## config.mk

```make
export PLATFORM = sky130hd
export DESIGN_NAME = pipe_hazard_ctrl
export DESIGN_NICKNAME = d
export VERILOG_FILES = /design/src/rtl/pipe_hazard_ctrl.sv
export SDC_FILE = /design/constraint.sdc
export NUM_CORES = 1
export LEC_CHECK = 0
export ABC_AREA = 0
export CAP_MARGIN = 20
export CORE_MARGIN = 1
export CORE_UTILIZATION = 50
export CTS_BUF_LIST = sky130_fd_sc_hd__clkbuf_16
export CTS_CLUSTER_SIZE = 8
export DETAILED_ROUTE_END_ITERATION = 8
export PLACE_DENSITY = 0.91
export SLEW_MARGIN = 10
export SYNTH_ARGS = -nofsm -noshare
export SYNTH_HDL_FRONTEND = slang
export SYNTH_SLANG_ARGS = --single-unit
export TNS_END_PERCENT = 50
```

## constraint.sdc

```tcl
create_clock -name clk -period 2.9 [get_ports clk]
set_clock_uncertainty 0.15 [all_clocks]
set_input_delay 0.435 -clock clk [delete_from_list [all_inputs] [get_ports clk]]
set_output_delay 0.435 -clock clk [all_outputs]
set_load 0.01 [all_outputs]
```

## src/rtl/pipe_hazard_ctrl.sv

```systemverilog
// Stall/flush sequencer for the 5-stage pipeline: load-use, branch flush, fetch stall,
// fixed-latency data-miss freeze, HLT drain-to-halt, plus saturating perf counters.
module pipe_hazard_ctrl #(
  parameter int MISS_LAT = 4,
  parameter int CNT_W    = 16
) (
  input  logic             clk,
  input  logic             rst,
  input  logic             IDEXMemRead,
  input  logic [3:0]       IDEXrd,
  input  logic [3:0]       IFIDrs,
  input  logic [3:0]       IFIDrt,
  input  logic             IFIDuse_rs,
  input  logic             IFIDuse_rt,
  input  logic             IFIDHLT,
  input  logic             branch_taken,
  input  logic             imem_stall,
  input  logic             dmem_miss,
  input  logic             MEMWBHLT,
  output logic             pc_wen,
  output logic             ifid_wen,
  output logic             ifid_flush,
  output logic             idex_wen,
  output logic             idex_flush,
  output logic             exmem_wen,
  output logic             memwb_wen,
  output logic             memwb_flush,
  output logic             dmem_refill,
  output logic             halted,
  output logic [CNT_W-1:0] cyc_cnt,
  output logic [CNT_W-1:0] stall_cnt
);

  typedef enum logic [1:0] {RUN, DSTALL, DRAIN, HALTED} state_t;

  // The detect cycle is the first frozen cycle, so DSTALL itself lasts MISS_LAT-1 cycles.
  localparam logic [3:0] MISS_LOAD = (MISS_LAT > 1) ? 4'(MISS_LAT - 2) : 4'd0;
  localparam logic       HAS_DSTALL = (MISS_LAT > 1);

  state_t     state, state_nxt;
  logic [3:0] miss_cnt, miss_cnt_nxt;
  logic       resume, resume_nxt;

  logic pc_wen_c, ifid_wen_c, ifid_flush_c, idex_wen_c, idex_flush_c;
  logic exmem_wen_c, memwb_wen_c, memwb_flush_c, refill_c, halted_c;
  logic load_use, stall_inc;

  assign load_use = IDEXMemRead && (IDEXrd != 4'd0) &&
                    ((IFIDuse_rs && (IFIDrs == IDEXrd)) || (IFIDuse_rt && (IFIDrt == IDEXrd)));

  always_ff @(posedge clk or posedge rst) begin
    if (rst) begin
      state    <= RUN;
      miss_cnt <= 4'd0;
      resume   <= 1'b0;
    end else begin
      state    <= state_nxt;
      miss_cnt <= miss_cnt_nxt;
      resume   <= resume_nxt;
    end
  end

  always_comb begin
    state_nxt     = state;
    miss_cnt_nxt  = miss_cnt;
    resume_nxt    = resume;
    pc_wen_c      = 1'b0;
    ifid_wen_c    = 1'b0;
    ifid_flush_c  = 1'b0;
    idex_wen_c    = 1'b0;
    idex_flush_c  = 1'b0;
    exmem_wen_c   = 1'b0;
    memwb_wen_c   = 1'b0;
    memwb_flush_c = 1'b0;
    refill_c      = 1'b0;
    halted_c      = 1'b0;
    case (state)
      RUN, DRAIN: begin
        if (dmem_miss) begin
          memwb_wen_c   = 1'b1;
          memwb_flush_c = 1'b1;
          refill_c      = 1'b1;
          if (HAS_DSTALL) begin
            state_nxt    = DSTALL;
            miss_cnt_nxt = MISS_LOAD;
            resume_nxt   = (state == DRAIN);
          end
        end else begin
          ifid_wen_c  = 1'b1;
          idex_wen_c  = 1'b1;
          exmem_wen_c = 1'b1;
          memwb_wen_c = 1'b1;
          if (state == DRAIN) begin
            ifid_flush_c = 1'b1;
            if (MEMWBHLT) state_nxt = HALTED;
          end else if (load_use) begin
            ifid_wen_c   = 1'b0;
            idex_flush_c = 1'b1;
          end else if (branch_taken) begin
            pc_wen_c     = 1'b1;
            ifid_flush_c = 1'b1;
          end else if (IFIDHLT) begin
            ifid_flush_c = 1'b1;
            state_nxt    = DRAIN;
          end else if (imem_stall) begin
            ifid_flush_c = 1'b1;
          end else begin
            pc_wen_c = 1'b1;
          end
        end
      end
      DSTALL: begin
        memwb_wen_c   = 1'b1;
        memwb_flush_c = 1'b1;
        refill_c      = 1'b1;
        if (miss_cnt == 4'd0) state_nxt = resume ? DRAIN : RUN;
        else                  miss_cnt_nxt = miss_cnt - 4'd1;
      end
      HALTED: halted_c = 1'b1;
      default: state_nxt = RUN;
    endcase
  end

  assign pc_wen      = !rst && pc_wen_c;
  assign ifid_wen    = !rst && ifid_wen_c;
  assign ifid_flush  = !rst && ifid_flush_c;
  assign idex_wen    = !rst && idex_wen_c;
  assign idex_flush  = !rst && idex_flush_c;
  assign exmem_wen   = !rst && exmem_wen_c;
  assign memwb_wen   = !rst && memwb_wen_c;
  assign memwb_flush = !rst && memwb_flush_c;
  assign dmem_refill = !rst && refill_c;
  assign halted      = !rst && halted_c;

  assign stall_inc = !pc_wen_c && ((state == RUN) || (state == DSTALL));

  always_ff @(posedge clk or posedge rst) begin
    if (rst) begin
      cyc_cnt   <= '0;
      stall_cnt <= '0;
    end else begin
      if ((state != HALTED) && (cyc_cnt != '1)) cyc_cnt <= cyc_cnt + 1'b1;
      if (stall_inc && (stall_cnt != '1))       stall_cnt <= stall_cnt + 1'b1;
    end
  end

endmodule

```

==> results.json <==
{
  "status": "completed",
  "worstPathRequired_ns": 2.32,
  "clkLatencyLatePin_ns": 0.28,
  "worst_slew_pin_slew_ns": 0.505,
  "seq_area_frac_synth_pct": 47.6,
  "combPwrFrac_pct": 34.0,
  "wire_per_inst_um": 15.3,
  "power.switching_mw": 0.766,
  "antenna_found_initial": 0,
  "syn_avg_cell_area_sq_um": 10.4,
  "fin_crit_ns": 2.82,
  "drtPass1Iterations": 4,
  "cts_num_sinks": 39,
  "drcViolationCount": 0,
  "setup-violations-final": 0,
  "syn_to_final_growth_pct": 43.6,
  "final_cell_mix": "clkdlybuf4s50_1 (59), dfrtp_1 (39), xnor2_1 (26), nand2_1 (17), nand3_1 (15)",
  "portBuffers": 63,
  "vdd_ir_drop_max_uv": 556,
  "rsz0062_at_grt": "yes",
  "clockBufferDepth": 2,
  "syn_area_sq_mm": 0.00205,
  "numCtsBuffers": 5,
  "critPathKind": "input pin to output pin",
  "final_common_cell": "clkdlybuf4s50_1",
  "num_vias": 1771,
  "p_leak_nw": 1.27,
  "drt_wl_total_um": 4850,
  "p_total_mw": 2.39,
  "die_y_um": 66.1,
  "reg2reg_setup_slack_ns": 0.63,
  "crit_arrival_ns": 2.23,
  "hold_violations": 0,
  "hold_slack_ns": 0.355,
  "grt_usage_pct": 25.0,
  "cts-hold-fix-buffers": 0,
  "p_clk_share_pct": 29.2,
  "powerDensity_mw_per_mm2": 811,
  "die_area_sq_mm": 0.00436,
  "p_seq_share_pct": 36.8,
  "initial_core_util_pct": 54.0,
  "ant_nets": 0,
  "fp.dieW_um": 66.1,
  "htree_levels": 2,
  "worstPathCellList": "clkdlybuf4s50_1 > o41a_1 > nand4_1 > nand2_1 > a2111oi_1 > dlygate4sd1_1",
  "nNetsFinal": 295,
  "cp_max_fo": 3,
  "max_stage_delay_ns": 0.46,
  "routed_via_density": 5.57,
  "ys_warn_count": 0,
  "grt_pass1_wl_um": 8170,
  "grt_overflow": 0,
  "cts-root-buf": "clkbuf_16",
  "drt_iter0_markers": 117,
  "tritoncts": "done",
  "syn_nets": 223,
  "post-dp-hpwl_um": 3480,
  "hp-class": "flop to flop",
  "grt_max_degree": 40,
  "cap_viol_max_count": 0,
  "ys_ff_latch": 39,
  "swShare_pct": 32.0,
  "gp_congestion": 0.851,
  "max_freq_mhz": 355,
  "grt_pass1_vias": 1787,
  "drive_gt1_share_pct": 8.89,
  "p_int_mw": 1.62,
  "cp-end-kind": "output pin",
  "netlist_instances": 197,
  "post-route-period-util_pct": 97.2,
  "fp-row-count": 22,
  "drv_slew": 0,
  "maxSlewHeadroom_pct": 66.3,
  "critPathSlowestCell": "o41a_1",
  "clk_pin_slew_ns": 0.06,
  "start_kind": "input pin",
  "diodes": 0,
  "synth_cell_types": 36,
  "coreArea_sq_mm": 0.00380,
  "num_io_pins": 64
}
[critical path: cells and delay by family]
kind | cells | cell delay (ns)
buffers and inverters | 2 | 0.70
AND/OR/NAND/NOR | 2 | 0.25
AO/OA/AOI/OAI | 2 | 0.84
[power groups by stage]
stage	clock, mW	combinational, mW	sequential, mW
2_1_floorplan	0	0.434	0.879
3_3_place_gp	0	0.781	0.875
3_5_place_dp	0	0.812	0.882
4_1_cts	0.706	0.819	0.879
5_1_grt	0.728	0.894	0.905
6_report	0.698	0.812	0.880
[routing by layer]
layer / track usage (%) / vias to the layer above / part of all wire [%]
li1: - / 841 / -
met1: 28.9 / 871 / 41
met3: 5.52 / 11 / 4.5
met5: 0 / - / 0
met4: 9.84 / 0 / 2.2
met2: 44.4 / 48 / 52
[kinds of logic after synthesis]
group / after synthesis / share of synthesized area (%)
flops: 39 / 47.6
mux: 4 / 2.19
compound gates: 17 / 7.20
fa+ha+maj: 4 / 2.44
buf+inv: 11 / 2.62
simple gates: 84 / 21.8
xor+xnor: 38 / 16.2
[flip-flops by register name (all words and copies together), names as in the netlist]
register and count:
miss_cnt 4, stall_cnt 16, cyc_cnt 16, resume 1
state 2
[worst paths after layout]
check | start | to | cells after the start
worst max-delay path | IDEXrd[3] | ifid_wen | 6
worst min-delay path | cyc_cnt[10] | cyc_cnt[10] | 1
worst max register to register | stall_cnt[0] | stall_cnt[1] | 7
worst min register to register | cyc_cnt[10] | cyc_cnt[10] | 1
max in group asynchronous | rst | stall_cnt[10] | 3
min in group asynchronous | rst | state[0] | 3
[cells in the mapped netlist]
master | number | area, sq um
nor2_1 | 14 | 52.6
nand4_1 | 10 | 62.6
and2_1 | 3 | 18.8
clkbuf_1 | 1 | 3.75
o311a_1 | 1 | 10.0
and4_1 | 3 | 26.3
a2111oi_0 | 2 | 17.5
o21ai_0 | 1 | 5.00
o2111ai_1 | 1 | 8.76
ha_1 | 4 | 50.1
nand2_1 | 17 | 63.8
o2111ai_2 | 1 | 15.0
nor2b_1 | 2 | 12.5
inv_1 | 6 | 22.5
or4b_1 | 1 | 10.0
nor4b_2 | 1 | 15.0
a41oi_1 | 1 | 8.76
a31oi_1 | 1 | 6.26
dfrtp_1 | 39 | 976
xor2_1 | 12 | 105
nand3_1 | 15 | 75.1
buf_2 | 1 | 5.00
nand3b_1 | 1 | 7.51
a31oi_4 | 1 | 21.3
a22oi_1 | 1 | 7.51
o311ai_0 | 1 | 8.76
xnor2_1 | 26 | 228
and3_1 | 7 | 43.8
mux2_2 | 4 | 45.0
o41a_1 | 1 | 11.3
and3_4 | 1 | 11.3
a21oi_1 | 4 | 20.0
a21boi_1 | 1 | 7.51
and3_2 | 1 | 7.51
nor3_1 | 8 | 40.0
buf_4 | 3 | 22.5
[metrics by stage]
stage	utilization [%]	worst slack [ns]	area [sq um]	std cells	setup TNS, ns
CTS	77.6	0.0263	2950	318	0
global route	77.6	-0.0182	2950	318	-0.0299
floorplan	-	0.485	2050	197	0
detailed placement	72.8	-0.321	2760	310	-0.703
finish	77.6	0.0801	2950	318	0
global placement	72.8	-0.302	2760	310	-0.552
[area by class of cell]
cell class / instances / area, sq um
fillers: 267 / 852
inverters: 6 / 22.5
clock inverters: 3 / 63.8
well taps: 48 / 60.1
clock buffers: 5 / 125
multi-input cells: 147 / 1020
flip-flops and latches: 39 / 976
repair buffers: 70 / 674
[repair_timing]
| action | in CTS | in global routing |
|---|---|---|
| pin swaps | 2 | 4 |
| gates resized for setup | 4 | 8 |
| buffers inserted | 0 | 0 |
| setup endpoints to repair | 4 | 2 |
Power figures use the tool's default switching activity.
